### src/rtl/excp_ctrl_pkg.sv
// Shared CPU defines for the exception/ERTN controller: FSM state encoding,
// commit-event classes, the interrupt exception code and CSR numbers.
package excp_ctrl_pkg;

  typedef enum logic [2:0] {
    ST_IDLE  = 3'd0,
    ST_CSRW  = 3'd1,
    ST_DRAIN = 3'd2,
    ST_FLUSH = 3'd3,
    ST_GAP   = 3'd4
  } state_t;

  typedef enum logic [2:0] {
    EV_PLAIN = 3'd0,
    EV_CSRW  = 3'd1,
    EV_ERTN  = 3'd2,
    EV_EXCP  = 3'd3,
    EV_INT   = 3'd4
  } event_t;

  localparam logic [5:0] ECODE_INT = 6'h00;

  localparam logic [13:0] CSR_CRMD   = 14'h000;
  localparam logic [13:0] CSR_PRMD   = 14'h001;
  localparam logic [13:0] CSR_ECFG   = 14'h004;
  localparam logic [13:0] CSR_ESTAT  = 14'h005;
  localparam logic [13:0] CSR_ERA    = 14'h006;
  localparam logic [13:0] CSR_EENTRY = 14'h00C;

  // Commit-stage priority: interrupt > exception > ERTN > CSR write > plain.
  function automatic event_t classify(input logic has_int, input logic excp,
                                      input logic ertn, input logic csr_we);
    if (has_int)     return EV_INT;
    else if (excp)   return EV_EXCP;
    else if (ertn)   return EV_ERTN;
    else if (csr_we) return EV_CSRW;
    else             return EV_PLAIN;
  endfunction

  function automatic logic is_flush_event(input event_t ev);
    return (ev == EV_INT) || (ev == EV_EXCP) || (ev == EV_ERTN);
  endfunction

endpackage

### src/rtl/excp_ctrl.sv
// Commit-stage exception / ERTN / CSR-write sequencer. Accepts one commit at a
// time, waits for outstanding memory traffic before redirecting the pipeline,
// and holds off further commits for FLUSH_GAP cycles after each flush.
//
//   state | meaning
//   IDLE  | ready to accept a commit
//   CSRW  | registered CSR write is on csr_* this cycle
//   DRAIN | flush pending, waiting for mem_busy to drop
//   FLUSH | one-cycle flush pulse and pipeline redirect
//   GAP   | post-flush stall, gap counter counting down to 0
module excp_ctrl
  import excp_ctrl_pkg::*;
#(
  parameter int unsigned FLUSH_GAP = 2
) (
  input  logic        clk,
  input  logic        resetn,
  input  logic        wb_valid,
  output logic        wb_ready,
  input  logic [31:0] wb_pc,
  input  logic        wb_excp,
  input  logic [5:0]  wb_ecode,
  input  logic [2:0]  wb_esubcode,
  input  logic        wb_ertn,
  input  logic        wb_csr_we,
  input  logic [13:0] wb_csr_num,
  input  logic [31:0] wb_csr_wmask,
  input  logic [31:0] wb_csr_wdata,
  input  logic        mem_busy,
  input  logic        has_int,
  input  logic [31:0] era,
  input  logic [31:0] eentry,
  output logic        csr_we,
  output logic [13:0] csr_num,
  output logic [31:0] csr_wmask,
  output logic [31:0] csr_wdata,
  output logic        excp_flush,
  output logic        ertn_flush,
  output logic [5:0]  ecode,
  output logic [2:0]  esubcode,
  output logic [31:0] epc,
  output logic        flush_valid,
  output logic [31:0] flush_target
);

  // FLUSH_GAP of 0 skips GAP entirely, so the load value is never used then.
  localparam logic [3:0] GAP_LOAD = (FLUSH_GAP == 0) ? 4'd0 : 4'(FLUSH_GAP - 1);

  state_t     state;
  state_t     state_nxt;
  logic [3:0] gap_cnt;
  logic       is_ertn;
  logic       accept;
  event_t     ev;

  assign accept = wb_valid && (state == ST_IDLE);
  assign ev     = classify(has_int, wb_excp, wb_ertn, wb_csr_we);

  // State register.
  always_ff @(posedge clk or negedge resetn) begin
    if (!resetn) state <= ST_IDLE;
    else         state <= state_nxt;
  end

  // Next-state decode.
  always_comb begin
    state_nxt = state;
    case (state)
      ST_IDLE: begin
        if (accept) begin
          if (is_flush_event(ev))  state_nxt = mem_busy ? ST_DRAIN : ST_FLUSH;
          else if (ev == EV_CSRW) state_nxt = ST_CSRW;
        end
      end
      ST_CSRW:  state_nxt = ST_IDLE;
      ST_DRAIN: state_nxt = mem_busy ? ST_DRAIN : ST_FLUSH;
      ST_FLUSH: state_nxt = (FLUSH_GAP == 0) ? ST_IDLE : ST_GAP;
      ST_GAP:   state_nxt = (gap_cnt == 4'd0) ? ST_IDLE : ST_GAP;
      default:  state_nxt = ST_IDLE;
    endcase
  end

  // Outputs decoded from state; redirect target is sampled live in FLUSH.
  always_comb begin
    wb_ready     = (state == ST_IDLE);
    flush_valid  = (state == ST_FLUSH);
    excp_flush   = (state == ST_FLUSH) && !is_ertn;
    ertn_flush   = (state == ST_FLUSH) && is_ertn;
    flush_target = '0;
    if (state == ST_FLUSH) flush_target = is_ertn ? era : eentry;
  end

  // Post-flush stall timer: loaded in FLUSH, counts down to terminal 0 in GAP.
  always_ff @(posedge clk or negedge resetn) begin
    if (!resetn)                               gap_cnt <= 4'd0;
    else if (state == ST_FLUSH)                gap_cnt <= GAP_LOAD;
    else if (state == ST_GAP && gap_cnt != 0)  gap_cnt <= gap_cnt - 4'd1;
  end

  // Capture exception info on accept; ERTN leaves the last exception info intact.
  always_ff @(posedge clk or negedge resetn) begin
    if (!resetn) begin
      ecode    <= '0;
      esubcode <= '0;
      epc      <= '0;
      is_ertn  <= 1'b0;
    end else if (accept) begin
      case (ev)
        EV_INT: begin
          ecode    <= ECODE_INT;
          esubcode <= 3'd0;
          epc      <= wb_pc;
          is_ertn  <= 1'b0;
        end
        EV_EXCP: begin
          ecode    <= wb_ecode;
          esubcode <= wb_esubcode;
          epc      <= wb_pc;
          is_ertn  <= 1'b0;
        end
        EV_ERTN: is_ertn <= 1'b1;
        default: ;
      endcase
    end
  end

  // Registered CSR write, one-cycle strobe the cycle after accept.
  always_ff @(posedge clk or negedge resetn) begin
    if (!resetn) begin
      csr_we    <= 1'b0;
      csr_num   <= '0;
      csr_wmask <= '0;
      csr_wdata <= '0;
    end else begin
      csr_we <= accept && (ev == EV_CSRW);
      if (accept && (ev == EV_CSRW)) begin
        csr_num   <= wb_csr_num;
        csr_wmask <= wb_csr_wmask;
        csr_wdata <= wb_csr_wdata;
      end
    end
  end

endmodule

### config.mk
export PLATFORM = sky130hd
export DESIGN_NAME = excp_ctrl
export DESIGN_NICKNAME = d
export VERILOG_FILES = /design/src/rtl/excp_ctrl_pkg.sv /design/src/rtl/excp_ctrl.sv
export SDC_FILE = /design/constraint.sdc
export NUM_CORES = 1
export LEC_CHECK = 0
export ABC_AREA = 1
export CAP_MARGIN = 20
export CORE_MARGIN = 10
export CORE_UTILIZATION = 39
export CTS_BUF_LIST = sky130_fd_sc_hd__clkbuf_4 sky130_fd_sc_hd__clkbuf_8
export CTS_CLUSTER_SIZE = 10
export DETAILED_ROUTE_END_ITERATION = 12
export GPL_TIMING_DRIVEN = 0
export MAX_ROUTING_LAYER = met4
export PLACE_DENSITY_LB_ADDON = 0.3
export SYNTH_ARGS = -nofsm -noshare
export SYNTH_HDL_FRONTEND = slang
export SYNTH_SLANG_ARGS = --single-unit
### constraint.sdc
create_clock -name clk -period 1.8 [get_ports clk]
set_input_delay 0.18 -clock clk [delete_from_list [all_inputs] [get_ports clk]]
set_output_delay 0.18 -clock clk [all_outputs]
set_load 0.01 [all_outputs]
==> flow_summary_export.csv, run 1 <==
group,metric,value,unit
place,place_area,9449,sq um
grt,grt_overflow_total,0,
final_layout,final_common_cell,"clkdlybuf4s50_1",
critical_path,required,1.62,ns
timing,fmax,0.5149,GHz
grt,antenna_found_initial,1,
die,die_y,141.2,um
detailed_routing,first_pass_iters,4,
cts,cts_tree,"done",
timing,drv_slew,0,
detailed_routing,routed_via_density,4.769,
power_and_ir_drop,ir_drop,0.7955,mV
detailed_routing,drt_iter0_drc,335,
grt,grt_first_pass_wirelength,35660,um
detailed_routing,drtAntennaViolNets,0,
grt,grt_pass1_vias,6446,
critical_path,path_cells,"inv_2 -> nand3_4 -> nor2_4 -> buf_4 -> buf_6 -> a21oi_4 -> inv_2 -> buf_6",
timing,setup_tns,-2.641,ns
die,ios,347,
timing,min_period_over_period,1.079,
place,dp_hpwl,18530,um
cts,cts_buffers,17,
cts,clockBufferDepth,2,
die,floorplan.die.width,141.2,um
yosys,yosysUniqueCellTypes,22,
yosys,synth_fp_nets,909,
critical_path,cp-end-kind,"output port",
power_and_ir_drop,power_density,1488,nW/um^2
critical_path,path_max_fanout,5,
detailed_routing,via_count,6186,
cts,clk_pin_slew,0.08,ns
timing,final.setup_skew,0.01347,ns
yosys,synth-main-ff-cell,"dfrtp_1",
power_and_ir_drop,p_leak,0.005234,uW
critical_path,critPathLaunchType,"flop",
final_layout,design_area,10290,sq um
timing,setup_viol,30,
status,outcome,"finished with violations",
timing,rsz0062_at_grt,"true",
yosys,netlist_area,5727,sq um
timing,relSlewSlack,0.6873,
yosys,synth_edf_count,0,
detailed_routing,avgRoutedWirePerCell,18.61,um
detailed_routing,drt_wl_total,24140,um
final_layout,layout-drive-gt1-share,0.1556,
grt,grt_usage,0.2376,
critical_path,critical_path.max_stage_delay,0.40,ns
yosys,syn-instance-count,716,
timing,fin_ws,-0.1421,ns
cts,clkLatencyLatePin,0.45,ns
critical_path,arrival,1.76,ns
timing,hold_violations,0,
grt,grt_max_degree,87,
die,initial_core_util,0.3955,
cts,root_buffer,"clkbuf_8",
min_path,hp-class,"in -> async",
timing,worstMarginPinSlew,0.4690,ns
status,violations,"setup timing",
final_layout,fin_nets,1292,
final_layout,area_growth,79.66,%
yosys,yosys_warnings,0,
die,rows,44,
place,io_buffers,346,
yosys,async_flop_share,1.000,
yosys,synth-seq-cells,128,
cts,cts.sink_count,128,
cts,htree_num_levels,4,
job,maxCapViolCount,0,
critical_path,cpMaxStageDelayCell,"dfrtp_1",
detailed_routing,drc,0,
yosys,seq_area_frac_synth,0.5593,
timing,fin_crit,1.942,ns
die,coreArea,14480,sq um
critical_path,worstSetupPathType,"reg -> out",
final_layout,mostFrequentLayoutCells,"clkdlybuf4s50_1 (309), nand2_1 (293), dfrtp_1 (127)",
place,gp_congestion,0.8724,
yosys,post_synth.cell_area_avg,7.998,sq um
die,dieArea,19930,sq um
==> registers in the layout, summed over array words and instances (netlist names) <==
| signal | cells |
|---|---|
| csr_num | 14 |
| csr_wdata | 32 |
| csr_we | 1 |
| csr_wmask | 32 |
| ecode | 6 |
| epc | 32 |
| esubcode | 3 |
| gap_cnt | 4 |
| is_ertn | 1 |
| state | 3 |
==> logic make-up after synthesis <==
group / synth area share
and+or+nand+nor: 0.2449
xor gates and xnor gates: 0.001530
buffers and inverters: 0.08739
AOI/OAI and AO/OA: 0.1025
adders and majority gates: 0.004369
DFF: 0.5593
==> report_power, final <==
part | internal (uW) | total [uW] | switching, uW
clock | 1320 | 2510 | 1190
sequential | 4280 | 5040 | 751
combinational | 3950 | 7770 | 3820
==> timing repair <==
action                                 4_1_cts  5_1_grt
gates cloned                                 2        0
resized for setup                          190       98
pin swaps                                   11       17
endpoints found under the hold margin       42        0
setup endpoints to repair                   37       77
hold buffers                                 1        0
setup buffers                               16        5
==> synthesized netlist by cell type, drive strengths merged, types with 2 or more instances <==
cell type | n | area [sq um]
clkbuf | 25 | 93.84
dfrtp | 128 | 3203
nor3 | 32 | 160.2
nor2 | 12 | 71.32
buf | 17 | 117.6
ha | 2 | 25.02
nand3 | 9 | 50.05
inv | 77 | 289.0
a21oi | 34 | 170.2
o21ai | 82 | 410.4
nand2 | 295 | 1115
==> path summary, 6_finish.rpt <==
| check | cells past startpoint | from | slack (ns) | end |
|---|---|---|---|---|
| worst max-delay path | 8 | state[2] | -0.14 | flush_target[7] |
| max in group asynchronous | 3 | resetn | 0.79 | csr_wdata[20] |
| min in group clk | 3 | wb_csr_wdata[17] | 0.26 | csr_wdata[17] |
| worst max register to register | 9 | state[1] | 0.05 | csr_num[7] |
| worst min register to register | 2 | ecode[2] | 0.48 | ecode[2] |
| worst min-delay path | 2 | resetn | 0.23 | csr_num[10] |
==> stage by stage <==
stage | hold slack, ns | power (uW) | cells | worst slack [ns] | util
after floorplan | -0.1156 | 7795 | 716 | 0.3842 | -
after global placement | 0.4610 | 12270 | 1246 | -4.595 | 0.6506
after detailed placement | 0.1295 | 12420 | 1247 | -0.6469 | 0.6526
after CTS | 0.2179 | 15210 | 1297 | -0.2445 | 0.6988
after global routing | 0.2406 | 16350 | 1297 | -0.2308 | 0.7106
final | 0.2283 | 15310 | 1297 | -0.1421 | 0.7106
==> critical path: cells and delay by family (launching register included) <==
family	cells	cell delay, ns
buffers and inverters	5	0.55
AND/OR/NAND/NOR	2	0.29
flip-flops	1	0.40
AO/OA/AOI/OAI	1	0.07
==> layer usage <==
metal / track usage / wire, um / part of all wire
met4: 0.07880 / 673 / 0.028
met2: 0.4124 / 12390 / 0.51
met1: 0.2235 / 8330 / 0.35
met5: - / 0 / 0
met3: 0.1189 / 2742 / 0.11
==> layout make-up <==
type	instances	area [sq um]
diodes	1	2.502
plain buffers	40	244.0
clock buffers	20	269.0
clock inverters	12	132.6
fillers	1111	4190
inverters	77	291.5
multi-input cells	469	2263
flip-flops and latches	128	3204
well taps	184	230.2
repair buffers	366	3651
Note: power is estimated with default switching activity, not from simulation.
==> run 2, diff against run 1 <==
--- a/config.mk
+++ b/config.mk
@@ -8,10 +8,11 @@
 export ABC_AREA = 1
 export CAP_MARGIN = 20
 export CORE_MARGIN = 10
-export CORE_UTILIZATION = 39
+export CORE_UTILIZATION = 40
 export CTS_BUF_LIST = sky130_fd_sc_hd__clkbuf_4 sky130_fd_sc_hd__clkbuf_8
 export CTS_CLUSTER_SIZE = 10
 export DETAILED_ROUTE_END_ITERATION = 12
+export DONT_BUFFER_PORTS = 1
 export GPL_TIMING_DRIVEN = 0
 export MAX_ROUTING_LAYER = met4
 export PLACE_DENSITY_LB_ADDON = 0.3
==> run 2 against run 1 <==
The run ends with hold timing left. Largest cell class is now sequential cells. Final cell count is 18% lower. Sequential share of layout area is 10 points higher. Final area is 24% lower. Critical endpoint is now flush_target[15]. Wire length is 7.6% lower. Global-route usage is 1.1 points lower. Critical path type unchanged. Clock-buffer cell count is 1 lower. Largest power group is now registers. Total power is 21% lower.
==> flow_summary_export.csv, run 2 (synthesis gave the netlist of run 1 again) <==
group,metric,value,unit
cts,cts.sink_count,128,
power_and_ir_drop,p_leak,0.004193,uW
final_layout,layout-drive-gt1-share,0.1088,
critical_path,r2r_start,"state[1]",
place,place_area,5952,sq um
critical_path,worstSetupPathType,"reg -> out",
cts,htree_num_levels,4,
critical_path,cp-end-kind,"output port",
grt,grt_max_degree,129,
die,coreArea,13930,sq um
power_and_ir_drop,ir_drop,0.8006,mV
grt,antenna_found_initial,5,
critical_path,arrival,1.61,ns
cts,cts_tree,"done",
timing,worstMarginPinSlew,0.5463,ns
detailed_routing,via_count,5523,
die,initial_core_util,0.4110,
timing,hold_violations,128,
critical_path,r2r_setup_slack,0.09,ns
final_layout,final_common_cell,"nand2_1",
die,rows,43,
grt,grt_usage,0.2264,
final_layout,design_area,7776,sq um
die,ios,347,
timing,relSlewSlack,0.6334,
timing,timing.hold.ws,-0.5681,ns
final_layout,reg_top3,"csr_wdata (32), csr_wmask (32), epc (32)",
place,placed_cells,896,
critical_path,critPathLaunchType,"flop",
detailed_routing,avgRoutedWirePerCell,21.06,um
final_layout,fin_nets,1053,
grt,grt_first_pass_wirelength,33750,um
detailed_routing,drt_iter0_drc,352,
timing,fmax,0.5595,GHz
grt,grt_overflow_total,0,
detailed_routing,drtAntennaViolNets,0,
critical_path,reg2reg_depth,8,
cts,cts_hold_buf,123,
status,outcome,"finished with violations",
cts,clk_pin_slew,0.08,ns
final_layout,mostFrequentLayoutCells,"nand2_1 (294), dfrtp_1 (127), dlygate4sd3_1 (123)",
detailed_routing,drt_wl_total,22310,um
cts,cts_buffers,17,
grt,grt_pass1_vias,5896,
timing,setup_viol,0,
critical_path,required,1.62,ns
final_layout,post-route-util,0.5581,
die,floorplan.die.width,139.7,um
final_layout,fin_cells,1059,
detailed_routing,routed_via_density,5.215,
job,maxCapViolCount,0,
die,die_y,139.7,um
place,io_buffers,0,
critical_path,regToRegEndpoint,"csr_num[1]",
min_path,hp-class,"in -> async",
cts,clockBufferDepth,2,
place,dp_hpwl,16500,um
place,gp_congestion,0.9828,
status,violations,"hold timing",
timing,final.setup_skew,0.01129,ns
power_and_ir_drop,power_density,1551,nW/um^2
power_and_ir_drop,power,12060,uW
final_layout,area_growth,35.79,%
cts,root_buffer,"clkbuf_8",
timing,drv_slew,0,
timing,fin_crit,1.787,ns
die,dieArea,19500,sq um
detailed_routing,first_pass_iters,6,
cts,clkLatencyLatePin,0.45,ns
timing,min_period_over_period,0.9930,
timing,setup_tns,0,ns
detailed_routing,drc,0,
timing,rsz0062_at_grt,"true",
critical_path,path_max_fanout,10,
## run 2: cell count changes in the layout (fill, tap and decap cells not counted), moves of 10 or more
cell             previous run  this run
o21ai_0                    70        80
buf_6                      41         7
a21oi_1                     6        30
clkdlybuf4s50_1           309         0
a21oi_2                    25         3
o21ai_1                    12         2
dlygate4sd3_1               1       123
## run 2: worst max path at each step
stage                            end  slack [ns]      from  cells after the start
global route        flush_target[22]       -0.09  state[2]                      6
CTS                 flush_target[23]       -0.02  state[2]                      6
detailed placement  flush_target[15]       -0.17   is_ertn                      6
floorplan                 csr_num[0]        0.38  state[1]                      8
global placement    flush_target[15]       -0.10   is_ertn                      6
finish              flush_target[15]        0.01  state[1]                      5
## run 2: cell type report
class | count | area (sq um)
diodes | 6 | 15.01
plain buffers | 41 | 255.2
clock buffers | 19 | 261.5
clock inverters | 13 | 152.6
fillers | 1183 | 6158
inverters | 77 | 294.0
multi-input cells | 469 | 2111
flip-flops and latches | 128 | 3204
well taps | 180 | 225.2
repair buffers | 126 | 1257
## run 2: what timing repair did
item | 4_1_cts | 5_1_grt
gates cloned | 1 | 0
hold endpoints to repair | 250 | 128
resized for setup | 42 | 21
pin swaps | 1 | 2
setup endpoints to repair | 34 | 80
setup buffers | 2 | 0
## run 2: report_power, final
part | internal, uW | switching (uW) | total, uW
registers | 4290 | 1970 | 6260
clock network | 1330 | 1220 | 2560
logic | 1180 | 2060 | 3240
total | 6800 | 5260 | 12100
## run 2: critical path, cell delays in order, from the launching register on
cell,delay (ns)
dfrtp_1,0.44
nand3_4,0.14
clkbuf_4,0.22
nor3_2,0.06
a21oi_2,0.19
inv_1,0.12
## run 2: per-layer routing
metal,GRT usage,part of all wire,vias to the layer above
met5,-,0,-
met2,0.3973,0.54,356
met4,0.08859,0.030,0
met1,0.2156,0.32,2615
li1,-,-,2515
met3,0.09629,0.12,37
## run 2: metrics by stage
stage               hold slack [ns]  setup WS [ns]
floorplan                   -0.1156         0.3842
global placement            -0.1107        -0.1050
detailed placement          -0.1106        -0.1705
CTS                         -0.5957       -0.02402
global route                -0.6104       -0.09340
finish                      -0.5681        0.01264
